--- src/rtl/alu_serial_tx_if.sv ---
// Word-in / bit-out bundle between a byte-wide source, the serialiser and the ALU x input.
// Handshake: a word transfers on a rising edge where valid && ready; valid may rise at any time and data_in is only sampled on that edge.
interface alu_serial_tx_if #(
    parameter int WIDTH = 8
);
    logic [WIDTH-1:0] data_in;
    logic             valid;
    logic             ready;
    logic             sdata;
    logic             sframe;
    logic             done;
    logic             busy;
    logic [1:0]       dbg_state;

    modport master (
        output data_in, valid,
        input  ready, sdata, sframe, done, busy, dbg_state
    );

    modport slave (
        input  data_in, valid,
        output ready, sdata, sframe, done, busy, dbg_state
    );
endinterface

--- src/rtl/alu_serial_tx.sv ---
// Parallel-in serial-out transmitter: one word per handshake, one bit per clock,
// optional even-parity bit and a fixed idle gap, every output registered.
module alu_serial_tx #(
    parameter int WIDTH     = 8,
    parameter int MSB_FIRST = 1,
    parameter int PARITY    = 0,
    parameter int GAP       = 1
) (
    input  logic           clock,
    input  logic           reset,
    alu_serial_tx_if.slave bus
);
    localparam int         CW    = $clog2(WIDTH + 1);
    localparam logic [3:0] GAP_L = 4'(GAP);

    typedef enum logic [1:0] {S_IDLE, S_SHIFT, S_PAR, S_GAP} state_t;

    state_t           r_state, w_state;
    logic [WIDTH-1:0] r_shift, w_shift;
    logic [CW-1:0]    r_cnt, w_cnt;
    logic [3:0]       r_gap, w_gap;
    logic             r_par, w_par;
    logic             r_ready, w_ready;
    logic             r_sdata, w_sdata;
    logic             r_sframe, w_sframe;
    logic             r_done, w_done;
    logic             r_busy, w_busy;
    logic             w_handshake;
    logic             w_end_frame;

    assign w_handshake = bus.valid & r_ready;

    always_ff @(posedge clock or negedge reset) begin
        if (!reset) begin
            r_state  <= S_IDLE;
            r_shift  <= '0;
            r_cnt    <= '0;
            r_gap    <= '0;
            r_par    <= 1'b0;
            r_ready  <= 1'b0;
            r_sdata  <= 1'b0;
            r_sframe <= 1'b0;
            r_done   <= 1'b0;
            r_busy   <= 1'b0;
        end else begin
            r_state  <= w_state;
            r_shift  <= w_shift;
            r_cnt    <= w_cnt;
            r_gap    <= w_gap;
            r_par    <= w_par;
            r_ready  <= w_ready;
            r_sdata  <= w_sdata;
            r_sframe <= w_sframe;
            r_done   <= w_done;
            r_busy   <= w_busy;
        end
    end

    // Outputs are computed for the state being entered, so each register holds
    // exactly what the bus shows during the following cycle.
    always_comb begin
        w_state     = r_state;
        w_shift     = r_shift;
        w_cnt       = r_cnt;
        w_gap       = r_gap;
        w_par       = r_par;
        w_ready     = 1'b0;
        w_sdata     = 1'b0;
        w_sframe    = 1'b0;
        w_done      = 1'b0;
        w_busy      = 1'b1;
        w_end_frame = 1'b0;

        case (r_state)
            S_IDLE: begin
                w_ready = 1'b1;
                w_busy  = 1'b0;
                if (w_handshake) begin
                    w_state  = S_SHIFT;
                    w_ready  = 1'b0;
                    w_busy   = 1'b1;
                    w_sframe = 1'b1;
                    w_cnt    = CW'(WIDTH);
                    w_par    = 1'b0;
                    if (MSB_FIRST != 0) begin
                        w_sdata = bus.data_in[WIDTH-1];
                        w_shift = bus.data_in << 1;
                    end else begin
                        w_sdata = bus.data_in[0];
                        w_shift = bus.data_in >> 1;
                    end
                end
            end
            S_SHIFT: begin
                // r_sdata is the bit on the wire this cycle; fold it into parity.
                w_par = r_par ^ r_sdata;
                if (r_cnt == CW'(1)) begin
                    if (PARITY != 0) begin
                        w_state  = S_PAR;
                        w_sframe = 1'b1;
                        w_sdata  = r_par ^ r_sdata;
                    end else begin
                        w_end_frame = 1'b1;
                    end
                end else begin
                    w_cnt    = r_cnt - CW'(1);
                    w_sframe = 1'b1;
                    if (MSB_FIRST != 0) begin
                        w_sdata = r_shift[WIDTH-1];
                        w_shift = r_shift << 1;
                    end else begin
                        w_sdata = r_shift[0];
                        w_shift = r_shift >> 1;
                    end
                end
            end
            S_PAR: begin
                w_end_frame = 1'b1;
            end
            S_GAP: begin
                if (r_gap == 4'd1) begin
                    w_state = S_IDLE;
                    w_ready = 1'b1;
                    w_busy  = 1'b0;
                end else begin
                    w_gap = r_gap - 4'd1;
                end
            end
            default: begin
                w_state = S_IDLE;
            end
        endcase

        // done marks the first cycle after the last frame bit, wherever that lands.
        if (w_end_frame) begin
            w_done = 1'b1;
            if (GAP > 0) begin
                w_state = S_GAP;
                w_gap   = GAP_L;
            end else begin
                w_state = S_IDLE;
                w_ready = 1'b1;
                w_busy  = 1'b0;
            end
        end
    end

    assign bus.ready     = r_ready;
    assign bus.sdata     = r_sdata;
    assign bus.sframe    = r_sframe;
    assign bus.done      = r_done;
    assign bus.busy      = r_busy;
    assign bus.dbg_state = r_state;
endmodule

--- src/flat_wrapper.sv ---
// flat-port wrapper written by rule: the top's interface ports become plain ports
module alu_serial_tx_flat 
#(
    parameter int WIDTH     = 8,
    parameter int MSB_FIRST = 1,
    parameter int PARITY    = 0,
    parameter int GAP       = 1
)
  (clock, reset, bus_data_in, bus_valid, bus_ready, bus_sdata, bus_sframe, bus_done, bus_busy, bus_dbg_state);
  alu_serial_tx_if #(.WIDTH(WIDTH)) bus_i ();
  input  logic clock;
  input  logic reset;
  input wire logic [$bits(bus_i.data_in)-1:0] bus_data_in;
  input wire logic [$bits(bus_i.valid)-1:0] bus_valid;
  output wire logic [$bits(bus_i.ready)-1:0] bus_ready;
  output wire logic [$bits(bus_i.sdata)-1:0] bus_sdata;
  output wire logic [$bits(bus_i.sframe)-1:0] bus_sframe;
  output wire logic [$bits(bus_i.done)-1:0] bus_done;
  output wire logic [$bits(bus_i.busy)-1:0] bus_busy;
  output wire logic [$bits(bus_i.dbg_state)-1:0] bus_dbg_state;
  assign bus_i.data_in = bus_data_in;
  assign bus_i.valid = bus_valid;
  assign bus_ready = bus_i.ready;
  assign bus_sdata = bus_i.sdata;
  assign bus_sframe = bus_i.sframe;
  assign bus_done = bus_i.done;
  assign bus_busy = bus_i.busy;
  assign bus_dbg_state = bus_i.dbg_state;
  alu_serial_tx #(.WIDTH(WIDTH), .MSB_FIRST(MSB_FIRST), .PARITY(PARITY), .GAP(GAP)) u_core (.clock(clock), .reset(reset), .bus(bus_i));
endmodule
--- config.mk ---
export PLATFORM = sky130hd
export DESIGN_NAME = alu_serial_tx_flat
export DESIGN_NICKNAME = d
export VERILOG_FILES = /design/src/rtl/alu_serial_tx_if.sv /design/src/rtl/alu_serial_tx.sv /design/src/flat_wrapper.sv
export SDC_FILE = /design/constraint.sdc
export NUM_CORES = 1
export LEC_CHECK = 0
export CORE_MARGIN = 5
export CORE_UTILIZATION = 48
export DETAILED_ROUTE_END_ITERATION = 7
export PLACE_DENSITY = 0.7
export SLEW_MARGIN = 25
export SYNTH_ARGS = -nofsm -noshare
export SYNTH_HDL_FRONTEND = slang
export SYNTH_SLANG_ARGS = --single-unit
--- constraint.sdc ---
create_clock -name clock -period 1.87 [get_ports clock]
set_clock_uncertainty 0.15 [all_clocks]
set_input_delay 0.374 -clock clock [delete_from_list [all_inputs] [get_ports clock]]
set_output_delay 0.374 -clock clock [all_outputs]
set_load 0.1 [all_outputs]
==> flow_summary.ini, run 1 <==
[sta]
timing.hold.ws_ps = 246
finalCritPeriodShare_pct = 96.0
hold_viol_final = 0
period_needed_ps = 1790
slew_headroom_pct = 77.8
tightestPinTransition_ps = 332
fmax_mhz = 557
setup_viol_count_final = 0
rsz0062_at_grt = false
final-max-slew-violation-count = 0

[clock_tree]
cts_tree = yes
numCtsBuffers = 3
clkLatencyLatePin_ps = 310
cts.path.max_buffers = 2
cts.sinks = 22
cts.htree.levels = 1
root_buffer = clkbuf_4
clk_pin_slew_worst_paths_ps = 130

[setup_path]
reg2reg_to = u_core.r_shift[7]$_DFFE_PN0P_
cp-startpoint = u_core.r_cnt[1]$_DFFE_PN0P_
worst-setup-path-type = reg2reg
critPathCaptureType = register
cp_num_buf_inv = 1
crit_required_ps = 1920
timing.rr.start = u_core.r_cnt[1]$_DFFE_PN0P_
slowest_stage = or3b_4
critPathArrivalTime_ps = 1840
path_depth = 6
critical_path.top_delay_family = simple AND/OR/NAND/NOR gates
max_stage_delay_ps = 430
cp_max_fo = 6
reg2regPathDepth = 6
r2r_setup_slack_ps = 80
critPathCapture = u_core.r_shift[7]$_DFFE_PN0P_
start_kind = register
crit_chain = inv_2, ha_4, or3b_4, or3_4, o221ai_2, a21oi_1

[floorplanning]
start_util_pct = 50.4
die_x_um = 61.2
io_pins = 18
dieHeight_um = 61.2
die-area_um2 = 3750
num_rows = 18
coreArea_um2 = 2500

[pwr]
p_sw_w = 0.00162
seq_power_share_pct = 24.6
ir_worst_vdd_mv = 1.54
comb_power_share_pct = 68.8
netSwitchingFraction_pct = 47.3
cellPowerDensity_nw_per_um2 = 1910
internal-power_w = 0.00180
clockPowerShare_pct = 6.6
p_leak_nw = 0.774

[status]
outcome = completed

[placed_design]
portBuffers = 17
post_dp_cell_area_um2 = 1640
hpwl_um = 2090
gp_congestion = 0.817
placed_cells = 181

[global_route]
grt_max_degree = 23
grtUsageTotal_pct = 16.8
grt_pass1_wl_um = 4730
antenna_found_initial = 0
grt_pass1_vias = 1055
overflow = 0

[drt]
drtPass1Iterations = 5
dr.first_iter.drc_count = 57
wl_per_cell_um = 15.2
vias = 1092
vias_per_cell = 5.63
drc = 0
antenna_left = 0
wl_um = 2950

[synthesis]
ys_seq_area_share_pct = 43.7
synthesis.nets = 147
yosysWarnings = 0
synth_area_per_cell_um2 = 9.99
syn_inst = 126
syn_area_um2 = 1260
synth_cell_type_count = 39
yosys_register_bits = 22

[layout]
layout.cells.most_common_list = buf_4 (20), dfrtp_1 (19), nor2_1 (10), clkdlybuf4s50_1 (10), a21oi_1 (9)
fin_util_pct = 71.5
stdcell_area_um2 = 1790
post_layout_nonfiller_instances = 194
area.growth.synth_to_final_pct = 42.0
fillers = 180
n_antenna_cell = 0
fin_nets = 186
mostFrequentLayoutCell = buf_4
drive_gt1_share_pct = 33.5

[run]
cap_violations = 0

[hold_path]
min_path_type = in2async
-- cell usage after synthesis (all sizes together) --
cell type | count | share of area, %
dfrtp | 22 | 44
nor2 | 12 | 4.2
ha | 10 | 9.9
o21ai | 10 | 4.3
a21oi | 9 | 3.6
inv | 7 | 2.1
nand2 | 5 | 1.5
nor3 | 5 | 2.0
a221oi | 4 | 2.8
nand2b | 4 | 2.0
o22ai | 4 | 2.0
buf | 3 | 1.6
mux2i | 3 | 2.4
o221ai | 3 | 2.6
and3 | 2 | 0.99
nand3 | 2 | 0.80
nor2b | 2 | 0.99
o21a | 2 | 1.3
or3 | 2 | 0.99
a211oi | 1 | 0.60
a21bo | 1 | 0.80
a21boi | 1 | 0.60
a21o | 1 | 0.60
a22o | 1 | 0.70
a32o | 1 | 0.80
nand3b | 1 | 0.60
nand4 | 1 | 0.50
nor3b | 1 | 0.99
nor4 | 1 | 0.50
o22a | 1 | 0.70
o31ai | 1 | 0.60
or3b | 1 | 0.89
or4b | 1 | 0.80
xnor2 | 1 | 0.70
-- cell type report --
cell class                 instances  area [um^2]  share of cell area, %
sequential                        22          559                   31.3
clock buffer                       4         26.3                   1.47
timing repair buffer              37          390                   21.8
inverter                           7         33.8                   1.89
tap                               30         37.5                   2.10
multi-input combinational         94          741                   41.4
-- repair_timing --
action / CTS / global route
buffers inserted: 0 / 9
endpoints found under the setup margin: 1 / 6
hold buffers: 0 / 0
resized for setup: 1 / 9
pin swaps: 0 / 2
-- metal layers --
metal	GRT usage, %	vias to the layer above	routed length, um
met1	24.1	509	1370
met2	26.1	33	1410
met4	4.64	0	49
met5	0	-	0
li1	-	544	-
met3	2.94	6	120
-- cells by family (layout without fill, tap and decap cells) --
group                    Yosys count  after routing  share of synthesized area [%]
AND/OR/NAND/NOR                   40             40                           17.7
AO/OA/AOI/OAI                     40             40                           21.9
adder cells (fa/ha/maj)           10             10                           9.94
buffers and inverters             10             48                           3.68
multiplexers                       3              3                           2.39
XOR/XNOR                           1              1                          0.696
flip-flops                        22             22                           43.7
-- worst reg2reg max path, delay by kind of cell, from the launching register on --
| kind | cells | cell delay [ps] |
|---|---|---|
| AOI/OAI and AO/OA | 2 | 120 |
| buffers and inverters | 1 | 80 |
| adders and majority gates | 1 | 120 |
| and+or+nand+nor | 2 | 820 |
| DFF | 1 | 410 |
-- per-stage QoR --
step | TNS (ps) | setup WS, ps | total power [W]
global placement | -2.93 | -2.65 | 0.00289
global route | 0 | 2.86 | 0.00366
floorplan | -272 | -52.4 | 0.00226
finish | 0 | 75.2 | 0.00342
CTS | 0 | 3.46 | 0.00318
detailed placement | -315 | -136 | 0.00293
-- sequential cells by signal, indices dropped and copies added (netlist names) --
name and count:
u_core.bus.busy 1, u_core.bus.dbg_state 2, u_core.bus.done 1, u_core.bus.ready 1, u_core.bus.sdata 1, u_core.bus.sframe 1
u_core.r_cnt 4, u_core.r_gap 4, u_core.r_shift 7
-- worst min path at each step --
stage / to / cells after the start / slack, ps / start
6_report: u_core.r_cnt[3]$_DFFE_PN0P_ / 2 / 250 / reset
5_1_grt: u_core.bus.done$_DFF_PN0_ / 2 / 260 / reset
4_1_cts: u_core.r_cnt[3]$_DFFE_PN0P_ / 2 / 260 / reset
3_5_place_dp: u_core.r_shift[1]$_DFFE_PN0P_ / 2 / 400 / u_core.r_shift[1]$_DFFE_PN0P_
3_3_place_gp: u_core.r_gap[3]$_DFFE_PN0P_ / 2 / 390 / u_core.r_gap[3]$_DFFE_PN0P_
2_1_floorplan: u_core.bus.busy$_DFF_PN0_ / 0 / -70 / reset
-- power groups by stage --
stage | clock network [W] | logic (W) | registers (W)
global placement | 0 | 0.00203 | 0.000852
finish | 0.000225 | 0.00235 | 0.000840
global route | 0.000256 | 0.00254 | 0.000860
detailed placement | 0 | 0.00207 | 0.000859
CTS | 0.000228 | 0.00210 | 0.000852
floorplan | 0 | 0.00103 | 0.00123
Note: power is estimated with default switching activity, not from simulation.
==> run 2, diff against run 1 <==
--- a/config.mk
+++ b/config.mk
@@ -8,6 +8,7 @@
 export CORE_MARGIN = 5
 export CORE_UTILIZATION = 48
 export DETAILED_ROUTE_END_ITERATION = 7
+export GPL_ROUTABILITY_DRIVEN = 0
 export PLACE_DENSITY = 0.7
 export SLEW_MARGIN = 25
 export SYNTH_ARGS = -nofsm -noshare
==> results of run 2 <==
No change in the layout: final DEF, timing and power equal those of run 1.
